File: config.mk
export PLATFORM = sky130hd
export DESIGN_NAME = array_collect
export DESIGN_NICKNAME = d
export VERILOG_FILES = /design/src/rtl/array_collect_pkg.sv /design/src/rtl/array_collect_slot_wr.sv /design/src/rtl/array_collect.sv
export SDC_FILE = /design/constraint.sdc
export NUM_CORES = 1
export LEC_CHECK = 0
export ABC_AREA = 1
export CORE_MARGIN = 10
export CORE_UTILIZATION = 67
export DETAILED_ROUTE_END_ITERATION = 10
export DONT_BUFFER_PORTS = 1
export PLACE_DENSITY = 0.82
export SYNTH_ARGS = -nofsm -noshare
export SYNTH_HDL_FRONTEND = slang
export SYNTH_SLANG_ARGS = --single-unit
File: constraint.sdc
create_clock -name clk -period 10 [get_ports clk]
set_clock_uncertainty 0.1 [all_clocks]
set_input_delay 1 -clock clk [delete_from_list [all_inputs] [get_ports clk]]
set_output_delay 1 -clock clk [all_outputs]
set_load 0.02 [all_outputs]
File: src/rtl/array_collect_pkg.sv
// Shared types and helpers for the array_collect serial-to-parallel packer.
// Optional idle timeout is enabled by defining ARRAY_COLLECT_TIMEOUT_EN.
package array_collect_pkg;

    typedef enum logic {
        IDLE = 1'b0,
        FILL = 1'b1
    } state_t;

    localparam int FIDX_W = 16;

    // Fill-count width: clog2(LEN), never below one bit.
    function automatic int cnt_width(input int len);
        return (len > 1) ? $clog2(len) : 1;
    endfunction

endpackage

File: src/rtl/array_collect_slot_wr.sv
// Write decoder: returns the capture buffer with din placed into slot `slot`.
// Slot k occupies bits [(k+1)*W-1 : k*W]; all other slots pass through unchanged.
module array_collect_slot_wr #(
    parameter int W   = 10,
    parameter int LEN = 16,
    parameter int CW  = 4
) (
    input  logic [LEN*W-1:0] buf_in,
    input  logic [CW-1:0]    slot,
    input  logic [W-1:0]     din,
    output logic [LEN*W-1:0] buf_out
);

    always_comb begin
        buf_out = buf_in;
        for (int k = 0; k < LEN; k++) begin
            if (slot == CW'(k)) begin
                buf_out[k*W +: W] = din;
            end
        end
    end

endmodule

File: src/rtl/array_collect.sv
// Collects a serial stream of signed samples into a packed LEN*W frame with a one-cycle strobe.
// Defining ARRAY_COLLECT_TIMEOUT_EN adds an idle timeout that discards stalled partial frames.
module array_collect
    import array_collect_pkg::*;
#(
    parameter int W           = 10,
    parameter int LEN         = 16,
    parameter int SYNC_ON_SOF = 1,
    parameter int TIMEOUT     = 64
) (
    input  logic              clk,
    input  logic              rst,
    input  logic              din_valid,
    input  logic              din_sof,
    input  logic [W-1:0]      din,
    output logic [LEN*W-1:0]  array_out,
    output logic              array_valid,
    output logic [FIDX_W-1:0] frame_idx,
    output logic              frame_err,
    output state_t            fsm_state
);

    localparam int CW = cnt_width(LEN);
    localparam logic [CW-1:0] LAST = CW'(LEN - 1);

    state_t          state;
    logic [CW-1:0]   cnt;
    logic [CW-1:0]   slot;
    logic [LEN*W-1:0] cap_buf;
    logic [LEN*W-1:0] buf_next;
    logic            first_done;
    logic            accept;
    logic            restart;
    logic            complete;
    logic            timeout;

    // A sof arriving while a frame is partially filled restarts the frame at slot 0.
    always_comb begin
        accept   = din_valid && ((state == FILL) || din_sof || (SYNC_ON_SOF == 0));
        restart  = din_valid && (state == FILL) && din_sof && (cnt != '0);
        slot     = ((state == IDLE) || restart) ? '0 : cnt;
        complete = accept && !restart && (slot == LAST);
    end

    array_collect_slot_wr #(
        .W   (W),
        .LEN (LEN),
        .CW  (CW)
    ) u_slot_wr (
        .buf_in  (cap_buf),
        .slot    (slot),
        .din     (din),
        .buf_out (buf_next)
    );

`ifdef ARRAY_COLLECT_TIMEOUT_EN
    localparam int IW = $clog2(TIMEOUT + 1);
    logic [IW-1:0] idle_cnt;

    assign timeout = !din_valid && (state == FILL) && (cnt != '0) && (idle_cnt == IW'(TIMEOUT - 1));

    always_ff @(posedge clk) begin
        if (rst || din_valid) begin
            idle_cnt <= '0;
        end else if ((state == FILL) && (cnt != '0)) begin
            idle_cnt <= timeout ? '0 : idle_cnt + 1'b1;
        end
    end
`else
    assign timeout = 1'b0;
`endif

    // Capture buffer needs no reset: every slot is rewritten before a frame completes.
    always_ff @(posedge clk) begin
        if (accept) begin
            cap_buf <= buf_next;
        end
    end

    always_ff @(posedge clk) begin
        if (rst) begin
            state       <= IDLE;
            cnt         <= '0;
            array_out   <= '0;
            array_valid <= 1'b0;
            frame_idx   <= '0;
            frame_err   <= 1'b0;
            first_done  <= 1'b0;
        end else begin
            array_valid <= complete;
            frame_err   <= restart || timeout;
            if (accept) begin
                state <= FILL;
                cnt   <= complete ? '0 : slot + 1'b1;
            end else if (timeout) begin
                state <= IDLE;
                cnt   <= '0;
            end
            if (complete) begin
                array_out  <= buf_next;
                first_done <= 1'b1;
                if (first_done) begin
                    frame_idx <= frame_idx + 1'b1;
                end
            end
        end
    end

    assign fsm_state = state;

endmodule

==> impl_metrics.csv, run 1 <==
group,metric,value,unit
yosys,avgSynthCellArea,8.93,sq um
routing,drc,0,
finish,mostFrequentLayoutCells,"nand2_1, dfxtp_1, edfxtp_1, o21ai_0, inv_1",
timing,slew_violations,0,
routing,routed_via_density,5.60,
timing,min_period_over_period,40.3,%
outcome,status,"finished clean",
cts,cts_sinks,334,
yosys,synth.cell_area,0.0129,sq mm
timing,rsz0062_at_grt,"false",
finish,final_common_cell,"nand2_1",
timing,report.final.hold_viol_count,0,
finish,final_area,0.0140,sq mm
global_routing,antenna_found_initial,0,
die,rows,50,
timing,period_minus_slack,4.03,ns
timing,setup_violations,0,
critical_path,crit_path_start,"fsm_state",
cts,post_cts_buffers,0,
placement,gp_congestion,0.851,
yosys,synth_seq_cells,334,
routing,drt_first_iter_violations,861,
pwr,leakage,0.00609,uW
critical_path,worst_setup_path_end_kind,"flip-flop",
critical_path,worstPathCellList,"o21ai_2 -> inv_6 -> nand2_2 -> nor4_4 -> buf_4 -> buf_4 -> nand2_1 -> nand2_1",
pwr,peakVddDrop,0.143,mV
hold_path,hold_path_depth,2,
critical_path,worst_path_dominant_cell_family,"buffers and inverters",
placement,placed_cell_area,0.0129,sq mm
critical_path,reg2reg_from,"fsm_state",
die,die_y,159,um
timing,worst_pin_slew,0.925,ns
global_routing,grt_max_degree,98,
critical_path,worst_path_largest_cell_delay,0.84,ns
critical_path,cp.arrival,4.37,ns
cts,clkLatencyLatePin,0.51,ns
cts,ctsResizeCount,0,
routing,dr_total_vias,9476,
timing,max_clock_freq,248,MHz
die,ios,193,
yosys,netlist_instances,1449,
hold_path,whs_endpoint,"cnt[1]",
hold_path,hold_class,"flip-flop to flip-flop",
pwr,p_per_area,205,mW/mm^2
finish,layout.nets,1426,
critical_path,reg2reg_slack,5.97,ns
critical_path,path_class,"flip-flop to flip-flop",
yosys,syn_nets,1468,
global_routing,grt_pass1_wl,50100,um
global_routing,grt_use_total,24.0,%
yosys,yosys_warnings,0,
timing,max-slew-margin-rel,38.3,%
timing,tns,0,ns
critical_path,cp.required,10.34,ns
finish,diodes,0,
critical_path,cp_max_fo,97,
cts,clock_path_buffers,3,
cts,cts_hold_buf,0,
critical_path,worst_path_max_delay_cell,"buf_4",
critical_path,crit_buf_inv,3,
pwr,finalPower,2870,uW
cts,clkTransAtPathRegs,0.06,ns
critical_path,critPathLaunchType,"flip-flop",
routing,dr.pass1.iters,5,
cts,cts-buffers-inserted,34,
finish,layout-drive-gt1-share,5.17,%
die,fp.dieW,159,um
critical_path,r2r.worst_path.cells,8,
yosys,yosysUniqueCellTypes,29,
cts,cts_tree,"done",
placement,hpwl,19700,um
routing,wire_per_inst,18.6,um
global_routing,overflow,0,
routing,ant_nets,0,
die,die_area,0.0253,sq mm
critical_path,r2r_end,"array_out[126]",
cts,root_buffer,"clkbuf_16",
placement,io_buffers,0,
die,start_util,68.7,%
cts,h-tree-depth,2,
hold_path,holdCritStartpoint,"cnt[1]",
finish,area_growth,8.48,%
die,core,0.0188,sq mm
routing,routed_wl,31500,um
yosys,ys_seq_area_share,63.3,%
global_routing,grt_pass1_vias,8993,
flow_run,max_cap_viol_count,0,
[stage by stage]
stage	cells	util, %	setup WS (ns)	hold WS (ns)
after detailed placement	1631	68.4	5.65	0.380
after CTS	1692	74.5	5.97	0.387
final	1692	74.5	5.97	0.387
after global placement	1631	68.4	5.82	0.378
after floorplan	1449	-	5.91	0.357
after global routing	1692	74.5	5.65	0.414
[layer usage]
metal | track usage, % | vias to the layer above | wire length, um | part of all wire (%)
met5 | 0 | - | 0 | 0
met2 | 37.0 | 406 | 14400 | 46
met4 | 7.83 | 0 | 728 | 2.3
met3 | 9.19 | 59 | 3880 | 12
li1 | - | 4610 | - | -
met1 | 30.7 | 4401 | 12500 | 40
[synthesized netlist by cell type (all sizes together)]
library cell,count,area share (%)
nand2,738,22
dfxtp,184,28
o21ai,155,6.0
edfxtp,150,35
clkbuf,48,1.4
inv,37,1.1
buf,35,1.8
nor2,30,1.1
nand4,20,1.1
a21oi,19,0.73
nand3,19,0.77
ha,5,0.48
xnor2,4,0.27
nor3,2,0.16
xor2,2,0.14
nor4,1,0.16
[area by class of cell]
class / instances / area, sq um
Multi-Input combinational cell: 995 / 4190
Fill cell: 1348 / 4790
Tap cell: 260 / 325
Clock buffer: 47 / 961
Inverter: 37 / 144
Sequential cell: 334 / 8190
Timing Repair Buffer: 5 / 37.5
Clock inverter: 14 / 188
[worst register-to-register path, cell delays in order, from the launching register on]
cell,delay [ns]
dfxtp_1,0.70
o21ai_2,0.23
inv_6,0.67
nand2_2,0.26
nor4_4,0.25
buf_4,0.64
buf_4,0.87
nand2_1,0.17
nand2_1,0.10
[state kept, by name (all words and copies together) (netlist names)]
| register | cells |
|---|---|
| first_done | 1 |
| fsm_state | 1 |
| frame_idx | 16 |
| cap_buf | 150 |
| cnt | 4 |
| array_valid | 1 |
| array_out | 160 |
| frame_err | 1 |
[logic make-up (layout without fill, tap and decap cells)]
family                     count (synthesis)  in the layout  synth area share [%]
and+or+nand+nor                          810            810                  24.8
adders and majority gates                  5              5                 0.484
DFF                                      334            334                  63.3
xor gates and xnor gates                   6              6                 0.406
buffers and inverters                    120            103                  4.31
AOI/OAI and AO/OA                        174            174                  6.76
[worst max path at each step]
stage / endpoint / slack, ns / cells past startpoint
floorplan: array_out[100] / 5.91 / 9
detailed placement: array_out[66] / 5.65 / 12
CTS: array_out[126] / 5.97 / 8
finish: array_out[126] / 5.97 / 8
global route: array_out[136] / 5.65 / 8
global placement: array_out[136] / 5.82 / 12
[report_power, final]
part	internal, uW	switching [uW]	total (uW)
clock network	781	515	1300
logic	19.6	75.6	95.2
registers	1470	11.1	1480
total	2270	602	2870
(Power assumes the default switching activity.)
==> run 2: changes to the inputs <==
CORE_UTILIZATION = 57   (was 67)
PLACE_DENSITY = 0.74   (was 0.82)
clock period = 3.28 ns   (was 10 ns; I/O delays follow)
==> run 2 against run 1 <==
  * Final cell count grew 2.7%
  * Hold slack got worse by 0.34 ns
  * Utilization is 11 points lower
  * Total power grew to 3.0 times the previous value
  * Critical endpoint is now array_out[146]
  * Global-route usage down 2.4 points
  * Largest cell class unchanged
  * Clock power grew to 2.9 times the previous value
==> impl_metrics.csv, run 2 (synthesis gave the netlist of run 1 again) <==
group,metric,value,unit
outcome,status,"finished clean",
routing,routed_via_density,5.38,
finish,fin_cells,1737,
cts,root_buffer,"clkbuf_16",
timing,slew_violations,0,
finish,layout.nets,1445,
global_routing,grt_use_total,21.7,%
timing,max_clock_freq,359,MHz
timing,worst_pin_slew,1.14,ns
placement,placed_cell_area,0.0130,sq mm
cts,cts_tree,"done",
critical_path,critPathLaunchType,"flip-flop",
critical_path,reg2reg_from,"cnt[2]",
routing,dr.pass1.iters,5,
die,rows,55,
routing,drc,0,
cts,clock_path_buffers,3,
die,die_y,171,um
die,start_util,57.5,%
timing,tns,0,ns
timing,report.final.hold_viol_count,0,
finish,mostFrequentLayoutCells,"nand2_1, dfxtp_1, edfxtp_1, o21ai_0",
die,fp.dieW,171,um
hold_path,hold_class,"input pin to flip-flop",
flow_run,max_cap_viol_count,0,
finish,n_fill_cell,1868,
cts,cts-buffers-inserted,35,
placement,io_buffers,0,
finish,diodes,0,
critical_path,cp_max_fo,82,
pwr,p_per_area,609,mW/mm^2
finish,layout-drive-gt1-share,5.23,%
global_routing,grt_max_degree,157,
critical_path,cp.required,3.63,ns
routing,dr_total_vias,9338,
critical_path,cp.arrival,3.13,ns
placement,gp_congestion,0.783,
cts,clkTransAtPathRegs,0.06,ns
finish,top_register,"array_out",
critical_path,path_class,"flip-flop to flip-flop",
timing,max-slew-margin-rel,23.7,%
hold_path,holdCritStartpoint,"din_sof",
cts,h-tree-depth,2,
placement,hpwl,19400,um
cts,cts_sinks,334,
pwr,leakage,0.00617,uW
die,die_area,0.0291,sq mm
timing,setup_violations,0,
routing,routed_wl,32400,um
pwr,peakVddDrop,0.496,mV
critical_path,worst_setup_path_end_kind,"flip-flop",
timing,rsz0062_at_grt,"false",
finish,largest_reg_flops,160,
global_routing,overflow,0,
die,core,0.0225,sq mm
global_routing,grt_pass1_vias,8777,
routing,wire_per_inst,18.7,um
routing,drt_first_iter_violations,795,
cts,post_cts_buffers,0,
finish,area_growth,10.2,%
placement,dp.cells,1661,
global_routing,antenna_found_initial,0,
finish,reg_top3,"array_out (160), cap_buf (150), frame_idx (16)",
cts,clkLatencyLatePin,0.52,ns
timing,min_period_over_period,84.8,%
finish,final_area,0.0143,sq mm
die,ios,193,
timing,period_minus_slack,2.78,ns
global_routing,grt_pass1_wl,50200,um
critical_path,crit_path_start,"cnt[2]",
finish,utilization,63.4,%
routing,ant_nets,0,
finish,final_common_cell,"nand2_1",
run 2: changes by cell type in the layout (fill, tap and decap cells not counted), sizes merged:
cell         change
buf              +5
bufinv           -2
clkbuf           +2
clkinv           +3
dlygate4sd3     +13
inv              -1
run 2: area by class of cell:
| type | instances | area, sq um | share of cell area (%) |
|---|---|---|---|
| multi-input combinational | 995 | 4190 | 29.4 |
| timing repair buffer | 23 | 268 | 1.88 |
| sequential | 334 | 8190 | 57.4 |
| clock inverter | 14 | 130 | 0.913 |
| clock buffer | 49 | 980 | 6.87 |
| inverter | 37 | 144 | 1.01 |
| tap | 285 | 357 | 2.50 |
run 2: per-layer routing:
layer / global-route usage (%) / vias to the layer above / routed length [um]
met2: 33.4 / 357 / 14500
met1: 28.8 / 4301 / 13500
met4: 5.19 / 0 / 518
li1: - / 4641 / -
met3: 7.56 / 39 / 3930
met5: 0 / - / 0
run 2: worst max-delay path: stages (launching register included):
cell and delay [ns]:
dfxtp_1 0.39, nor2_1 0.12, nand2_1 0.09, nand2_4 0.12, nand2_1 0.08, nor2_1 0.19, ha_1 0.29, inv_1 0.17
nor4_4 0.53, buf_12 0.38, nand2_1 0.11, nand2_1 0.07
run 2: path summary, 6_finish.rpt:
| kind | end | slack (ns) | cells after the start |
|---|---|---|---|
| hold reg to reg | cnt[1] | 0.39 | 2 |
| hold / removal | frame_err | 0.05 | 4 |
| setup reg to reg | array_out[146] | 0.50 | 11 |
| setup / recovery | array_out[146] | 0.50 | 11 |
run 2: what timing repair did:
item                                   CTS  global route
hold buffers                            13             0
gates resized for setup                  0             0
endpoints found under the hold margin  123             0
run 2: power breakdown:
group	switching (uW)	leakage [uW]	total, uW	internal [uW]
registers	28.3	0.00290	4510	4490
clock network	1580	0.000546	3830	2250
logic	261	0.00272	338	77.1
run 2: per-stage QoR:
| step | power (uW) | hold WS [ns] | setup slack [ns] |
|---|---|---|---|
| final | 8690 | 0.0504 | 0.497 |
| after global routing | 8940 | 0.0653 | 0.326 |
| after CTS | 8750 | 0.0465 | 0.533 |
| after detailed placement | 4910 | 0.306 | 0.571 |
| after global placement | 4890 | 0.305 | 0.688 |
| after floorplan | 4810 | 0.331 | 0.269 |
==> run 3: changes to the inputs <==
CORE_UTILIZATION = 63   (was 57)
PLACE_DENSITY = 0.78   (was 0.74)
clock period = 2.7 ns   (was 3.28 ns; I/O delays follow)
==> run 3 against run 2 <==
  * Clock power is 22% higher
  * Utilization is 7.7 points higher
  * Design area is 0.82% higher
  * Final cell count hardly changed
  * Setup slack worse by 0.34 ns
  * Critical path type unchanged
  * Largest power group unchanged
==> impl_metrics.csv, run 3 (synthesis gave the netlist of run 1 again) <==
group,metric,value,unit
outcome,status,"finished clean",
timing,period_minus_slack,2.54,ns
global_routing,grt_max_degree,147,
pwr,power.switching,2220,uW
critical_path,path_class,"flip-flop to flip-flop",
cts,cts_tree,"done",
routing,ant_nets,0,
timing,min_period_over_period,94.2,%
placement,gp_congestion,0.857,
critical_path,crit_buf_inv,2,
die,die_y,163,um
routing,drc,0,
pwr,p_per_area,735,mW/mm^2
finish,diodes,0,
cts,cts-buffers-inserted,34,
finish,layout.nets,1461,
timing,slew_violations,0,
pwr,peakVddDrop,0.528,mV
cts,h-tree-depth,2,
critical_path,worst_path_largest_cell_delay,0.34,ns
die,fp.dieW,163,um
critical_path,critPathLaunchType,"flip-flop",
timing,rsz0062_at_grt,"false",
placement,io_buffers,0,
die,rows,52,
global_routing,grt_pass1_wl,50700,um
finish,area_growth,11.1,%
cts,clkLatencyLatePin,0.51,ns
finish,layout-drive-gt1-share,6.34,%
finish,final_common_cell,"nand2_1",
critical_path,cp_max_fo,88,
global_routing,overflow,0,
die,start_util,63.9,%
critical_path,worst_path_dominant_cell_family,"simple AND/OR/NAND/NOR gates",
global_routing,grt_use_total,23.6,%
placement,hpwl,19700,um
hold_path,hold_class,"input pin to flip-flop",
timing,max-slew-margin-rel,34.7,%
cts,clkTransAtPathRegs,0.06,ns
routing,wire_per_inst,18.8,um
cts,root_buffer,"clkbuf_16",
cts,cts_sinks,334,
routing,routed_via_density,5.57,
finish,largest_reg_flops,160,
critical_path,worstPathCellList,"nor2_1 -> nand2_1 -> nand2_4 -> nand2_1 -> nor2_1 -> ha_1 -> inv_1 -> nor3_4 -> nor2_4 -> buf_12 -> nand2_1 -> nand2_1",
placement,pre_cts_ws,0.172,ns
routing,dr_total_vias,9672,
pwr,seqPwrFrac,51.9,%
finish,n_fill_cell,1467,
placement,placed_cell_area,0.0131,sq mm
timing,worst_pin_slew,0.980,ns
finish,reg_top3,"array_out (160), cap_buf (150), frame_idx (16)",
global_routing,grt_pass1_vias,9083,
finish,final_area,0.0144,sq mm
routing,dr.pass1.iters,5,
die,core,0.0202,sq mm
critical_path,cp.arrival,2.84,ns
pwr,finalPower,10600,uW
critical_path,cp.required,3.00,ns
finish,mostFrequentLayoutCells,"nand2_1, dfxtp_1, edfxtp_1, o21ai_0",
global_routing,antenna_found_initial,0,
critical_path,path_common_cell,"nand2_1",
pwr,leakage,0.00626,uW
pwr,clkPwrFrac,44.1,%
die,die_area,0.0267,sq mm
timing,finalWorstSetupSlack,0.157,ns
die,ios,193,
routing,routed_wl,32600,um
cts,clock_path_buffers,3,
pwr,internal_power,8340,uW
timing,tns,0,ns
critical_path,worst_setup_path_end_kind,"flip-flop",
routing,drt_first_iter_violations,1065,
timing,setup_violations,0,
critical_path,worst_path_max_delay_cell,"nor3_4",
timing,max_clock_freq,393,MHz
flow_run,max_cap_viol_count,0,
finish,top_register,"array_out",
timing,report.final.hold_viol_count,0,
pwr,comb_power_share,4.0,%
pwr,switching_share,21.1,%
## run 3: cell types whose count changed in the layout (fill, tap and decap cells not counted), sizes merged
cell         change
clkinv           -4
clkbuf           +1
dlygate4sd3      +1
inv              -1
bufinv           +2
buf             +15
## run 3: per-layer routing
metal / GRT usage [%] / vias up / part of all wire (%)
met5: 0 / - / 0
met1: 30.6 / 4526 / 39
met3: 9.36 / 49 / 13
met2: 36.4 / 430 / 46
li1: - / 4667 / -
met4: 6.11 / 0 / 1.9
## run 3: timing repair
item | in CTS | in global routing
gates resized for setup | 0 | 2
endpoints found under the hold margin | 114 | 0
hold buffers | 14 | 0
buffers inserted | 0 | 2
setup endpoints to repair | 0 | 67
## run 3: final cells by class
type	instances	area [sq um]	share of cell area (%)
timing repair buffer	40	394	2.74
multi-input combinational	995	4200	29.2
tap	270	338	2.35
clock buffer	49	968	6.74
clock inverter	11	136	0.949
sequential	334	8190	57.0
inverter	37	153	1.06
## run 3: final timing paths
| check | slack, ns | cells past startpoint | endpoint | start |
|---|---|---|---|---|
| worst max-delay path | 0.16 | 12 | array_out[158] | cnt[0] |
| worst min-delay path | 0.15 | 3 | array_valid | rst |
| worst max register to register | 0.16 | 12 | array_out[158] | cnt[0] |
| worst min register to register | 0.39 | 2 | cnt[1] | cnt[1] |
## run 3: per-stage QoR
| stage | hold slack (ns) | std cells | utilization, % |
|---|---|---|---|
| 2_1_floorplan | 0.273 | 1449 | - |
| 3_3_place_gp | 0.245 | 1659 | 64.7 |
| 3_5_place_dp | 0.247 | 1659 | 64.7 |
| 4_1_cts | 0.0300 | 1733 | 70.9 |
| 5_1_grt | 0.148 | 1736 | 71.0 |
| 6_report | 0.150 | 1736 | 71.0 |
## run 3: power groups by stage
stage | Clock (uW) | Combinational, uW | Sequential, uW
after floorplan | 0 | 265 | 5580
after global placement | 0 | 363 | 5580
after detailed placement | 0 | 374 | 5590
after CTS | 4700 | 417 | 5480
after global routing | 4910 | 461 | 5490
final | 4660 | 419 | 5480
## run 3: worst min-delay path: stages
cell	delay [ns]
nor4_4	0.02
buf_4	0.14
buf_6	0.22
==> patch 1, RTL diff (flow settings as in run 2) <==
Add a define of `ARRAY_COLLECT_TIMEOUT_EN`.
--- a/src/rtl/array_collect.sv
+++ b/src/rtl/array_collect.sv
@@ -1,5 +1,7 @@
 // Collects a serial stream of signed samples into a packed LEN*W frame with a one-cycle strobe.
 // Defining ARRAY_COLLECT_TIMEOUT_EN adds an idle timeout that discards stalled partial frames.
+`define ARRAY_COLLECT_TIMEOUT_EN
+
 module array_collect
     import array_collect_pkg::*;
 #(
Formal check against the unedited RTL: same outputs for any inputs over 4 cycles, from zero or initial values and one cycle with rst high; that may be too few to reach the edited logic, so the function may still have changed.
==> patch 1 against run 2 <==
  * Synthesized cell count is 5.8% higher
  * Wire length is 10% higher
  * Synthesized area is 5.0% higher
  * Setup slack worse by 52 ps
  * Global-route usage is 1.0 points higher
  * Critical path depth is 1 higher
  * Sequential cell count is 7 higher
  * Power is 1.4% higher
  * Cell area is 5.6% higher
  * Critical path type unchanged
  * Largest cell class unchanged
  * Highest routed layer unchanged
==> patch 1: results (changes against run 2) <==
largest net degree at the start of global routing=156 (-0.64%); CTS Buf Count=37 (+5.7%); final net count=1519 (+5.1%); reg-to-reg slack, setup=440 ps (-50 ps); Antenna Cells=2 (+2); layout cells sized above 1=6.28% (+1.0 points); Repair and plain buffers=33 (+43%); Worst setup endpoint=array_out[86]; Req. time, crit path=3580 ps (-50 ps); initial antenna violation count=4 (+4); first-pass GRT wire length=55.7 mm (+11%); Syn Nets=1551 (+5.7%); relative slew slack=35.5% (+12 points); sequential share of cell area=55.3% (-2.1 points); via/cell ratio=5.65 (+5.2%); min-delay src=rst; Final Power=8810 uW (+1.4%); Hold EP=array_out[4]; multi-input combinational area share=30.9% (+1.5 points); status=completed; Critical path origin=cnt[3]; placer congestion estimate=0.823 (+5.2%); peak supply drop=0.563 mV (+13%); Pint=6930 uW (+1.7%); r2r worst-path depth=12 (+1); Clock-cell share=7.51% (-0.27 points); GR Util met1=29.8% (+1.0 points); multi-input combinational gate total=1043 (+4.8%)
==> patch 1: cell types whose count changed after synthesis, sizes merged, moves of 7 or more <==
| cell | before | now |
|---|---|---|
| nand4 | 20 | 27 |
| a21oi | 19 | 47 |
| nand3 | 19 | 34 |
| dfxtp | 184 | 191 |
| o21ai | 155 | 292 |
| nand2 | 738 | 328 |
| buf | 35 | 53 |
| inv | 37 | 45 |
| nor2 | 30 | 294 |
==> patch 1: through the flow <==
stage          instances  utilization (%)  hold WS [ps]  setup WS [ps]  TNS [ps]
6_report            1850             64.2          37.7            445         0
2_1_floorplan       1533                -           334           -877   -207700
3_5_place_dp        1769             58.8           304            459         0
5_1_grt             1848             64.1          33.9            231         0
3_3_place_gp        1769             58.8           302            589         0
4_1_cts             1848             64.1          21.1            451         0
==> patch 2, RTL diff (flow settings as in run 2) <==
Made on the original files. Register the output `frame_idx` once more; this adds one clock of latency there. The other outputs are not delayed to match.
--- a/src/rtl/array_collect.sv
+++ b/src/rtl/array_collect.sv
@@ -22,6 +22,8 @@
 
     localparam int CW = cnt_width(LEN);
     localparam logic [CW-1:0] LAST = CW'(LEN - 1);
+
+    logic [FIDX_W-1:0] frame_idx_s0;
 
     state_t          state;
     logic [CW-1:0]   cnt;
@@ -83,7 +85,7 @@
             cnt         <= '0;
             array_out   <= '0;
             array_valid <= 1'b0;
-            frame_idx   <= '0;
+            frame_idx_s0 <= '0;
             frame_err   <= 1'b0;
             first_done  <= 1'b0;
         end else begin
@@ -100,7 +102,7 @@
                 array_out  <= buf_next;
                 first_done <= 1'b1;
                 if (first_done) begin
-                    frame_idx <= frame_idx + 1'b1;
+                    frame_idx_s0 <= frame_idx_s0 + 1'b1;
                 end
             end
         end
@@ -108,5 +110,13 @@
 
     assign fsm_state = state;
 
+    always_ff @(posedge clk) begin
+        if (rst) begin
+            frame_idx <= '0;
+        end else begin
+            frame_idx <= frame_idx_s0;
+        end
+    end
+
 endmodule
 
Check against the original RTL: no difference found for any inputs over 4 cycles, from zero or initial values and one cycle with rst high; that may be too few to reach the edited logic, so the function may still have changed.
==> patch 2 against run 2 <==
  * Setup slack lost 300 ps
  * Critical endpoint is now frame_idx_s0[4]
  * Power is 3.7% higher
  * Wire length increased by 3.0%
  * Synthesized area up 2.5%
  * Cell area rose by 4.0%
  * Sequential cell count is 16 higher
  * First-iteration DRC count up 11%
==> patch 2: results (changes against run 2) <==
hold slack=20.0 ps (-30.4 ps); r2r worst-path depth=13 (+2); DR iter-0 viols=880 (+11%); Synth cell types=23 (-21%); Pint=7080 uW (+3.9%); hold path cells=3 (-1); Critical-path top delay cell=dlygate4sd3_1; first drt pass iteration count=5 (unchanged); Top Registers=array_out: 160 flops, cap_buf: 150 flops; total track usage=21.7% (+0.070 points); initial antenna violation count=0 (unchanged); Top FF cell, synth=dfxtp_1; Synth async-reset ratio=0% (unchanged); Ys Warns=0 (unchanged); Antenna Cells=0 (unchanged); WL final=33.4 mm (+3.0%); RR Endpoint=frame_idx_s0[4]; Skew-Pair Late Insertion Delay=510 ps; post-synthesis sequential area ratio=64.2% (+0.87 points); Cells after Synth=1490 (+2.8%); worst-margin pin slew=1160 ps (+21.2 ps); Clk Tree Root Cell=clkbuf_16; reg-to-reg slack, setup=200 ps (-300 ps); Placed Instances=1738 (+4.6%); CP Max Fanout=15 (-82%); Commonest cells post-synth=nand2_1, dfxtp_1, edfxtp_1; Fillers=1874 (+0.32%); Data arrival, critical path=3380 ps (+250 ps); number of global-route vias before repair=9294 (+5.9%); postcts setup bufs=0 (unchanged); Final HPWL DP=20.6 mm (+5.8%); layout cells sized above 1=5.93% (+0.70 points); Hold EP=cnt[3]; largest net degree at the start of global routing=87 (-45%); Post-synth EDFFs=150 (unchanged); placer congestion estimate=0.801 (+2.4%); min-delay src=rst; Synth area leaders=edfxtp_1, dfxtp_1, nand2_1; reg-to-reg critical path startpoint=cnt[3]; peak supply drop=0.440 mV (-11%); Hold WC Path Type=primary input to flop; Reg clk slew, reported paths=60 ps (about the same); H-tree depth=2 (unchanged); CTS Buf Count=36 (+2.9%); Vias=9709 (+4.0%); Leak=0.00643 uW (+4.1%); Port Buf Inserts=0 (unchanged); Crit path max-delay family=simple AND/OR/NAND/NOR gates; non-filler instance count after layout=1814 (+4.4%); max incr delay on CP=560 ps (+30 ps); Clock Tree Buf Depth=3 (unchanged); status=completed; first-pass GRT wire length=52.7 mm (+5.0%)
patch 2: cell families after synthesis:
kind of cell / share of synthesized area [%]
and+or+nand+nor: 24.2
buffers and inverters: 4.04
xor gates and xnor gates: 0.462
DFF: 64.2
adders and majority gates: 0.472
AOI/OAI and AO/OA: 6.64
patch 2: repair_timing:
| item | in CTS | in global routing |
|---|---|---|
| hold buffers | 13 | 0 |
| hold endpoints to repair | 130 | 0 |
| endpoints found under the setup margin | 0 | 1 |
| resized for setup | 0 | 1 |
patch 2: how the worst max path moves through the flow:
stage / startpoint / endpoint / cells past startpoint
6_report: cnt[3] / frame_idx_s0[4] / 13
5_1_grt: cnt[3] / frame_idx_s0[4] / 13
4_1_cts: cnt[3] / frame_idx_s0[4] / 13
3_5_place_dp: cnt[3] / frame_idx_s0[13] / 12
3_3_place_gp: cnt[3] / array_out[72] / 9
2_1_floorplan: fsm_state / array_out[100] / 10
patch 2: worst min-delay path, delay by kind of cell:
kind	cells	cell delay, ps
AO/OA/AOI/OAI	1	110
AND/OR/NAND/NOR	2	140
patch 2: cell type report:
type / count / area [um^2] / share of cell area [%]
sequential: 350 / 8510 / 57.4
clock inverter: 16 / 108 / 0.726
inverter: 42 / 163 / 1.10
timing repair buffer: 33 / 390 / 2.63
multi-input combinational: 1013 / 4230 / 28.5
tap: 313 / 392 / 2.64
clock buffer: 47 / 1030 / 6.98
patch 2: routing by layer:
metal / part of all wire (%) / wire length, um / global-route usage, %
met5: 0 / 0 / 0
met4: 2.6 / 882 / 7.07
met3: 10 / 3410 / 7.65
met2: 46 / 15200 / 33.8
met1: 42 / 13900 / 27.8
patch 2: stage by stage:
stage	cell area, um^2	setup WS, ps
after floorplan	13300	190
after global placement	13500	784
after detailed placement	13500	594
after CTS	14800	63.4
after global routing	14800	33.6
final	14800	201
patch 2: power groups by stage:
stage | Combinational, uW | Sequential (uW) | Clock (uW)
after global routing | 407 | 4720 | 4150
after CTS | 366 | 4710 | 3990
after global placement | 320 | 4800 | 0
after detailed placement | 329 | 4810 | 0
final | 366 | 4710 | 3930
after floorplan | 226 | 4800 | 0
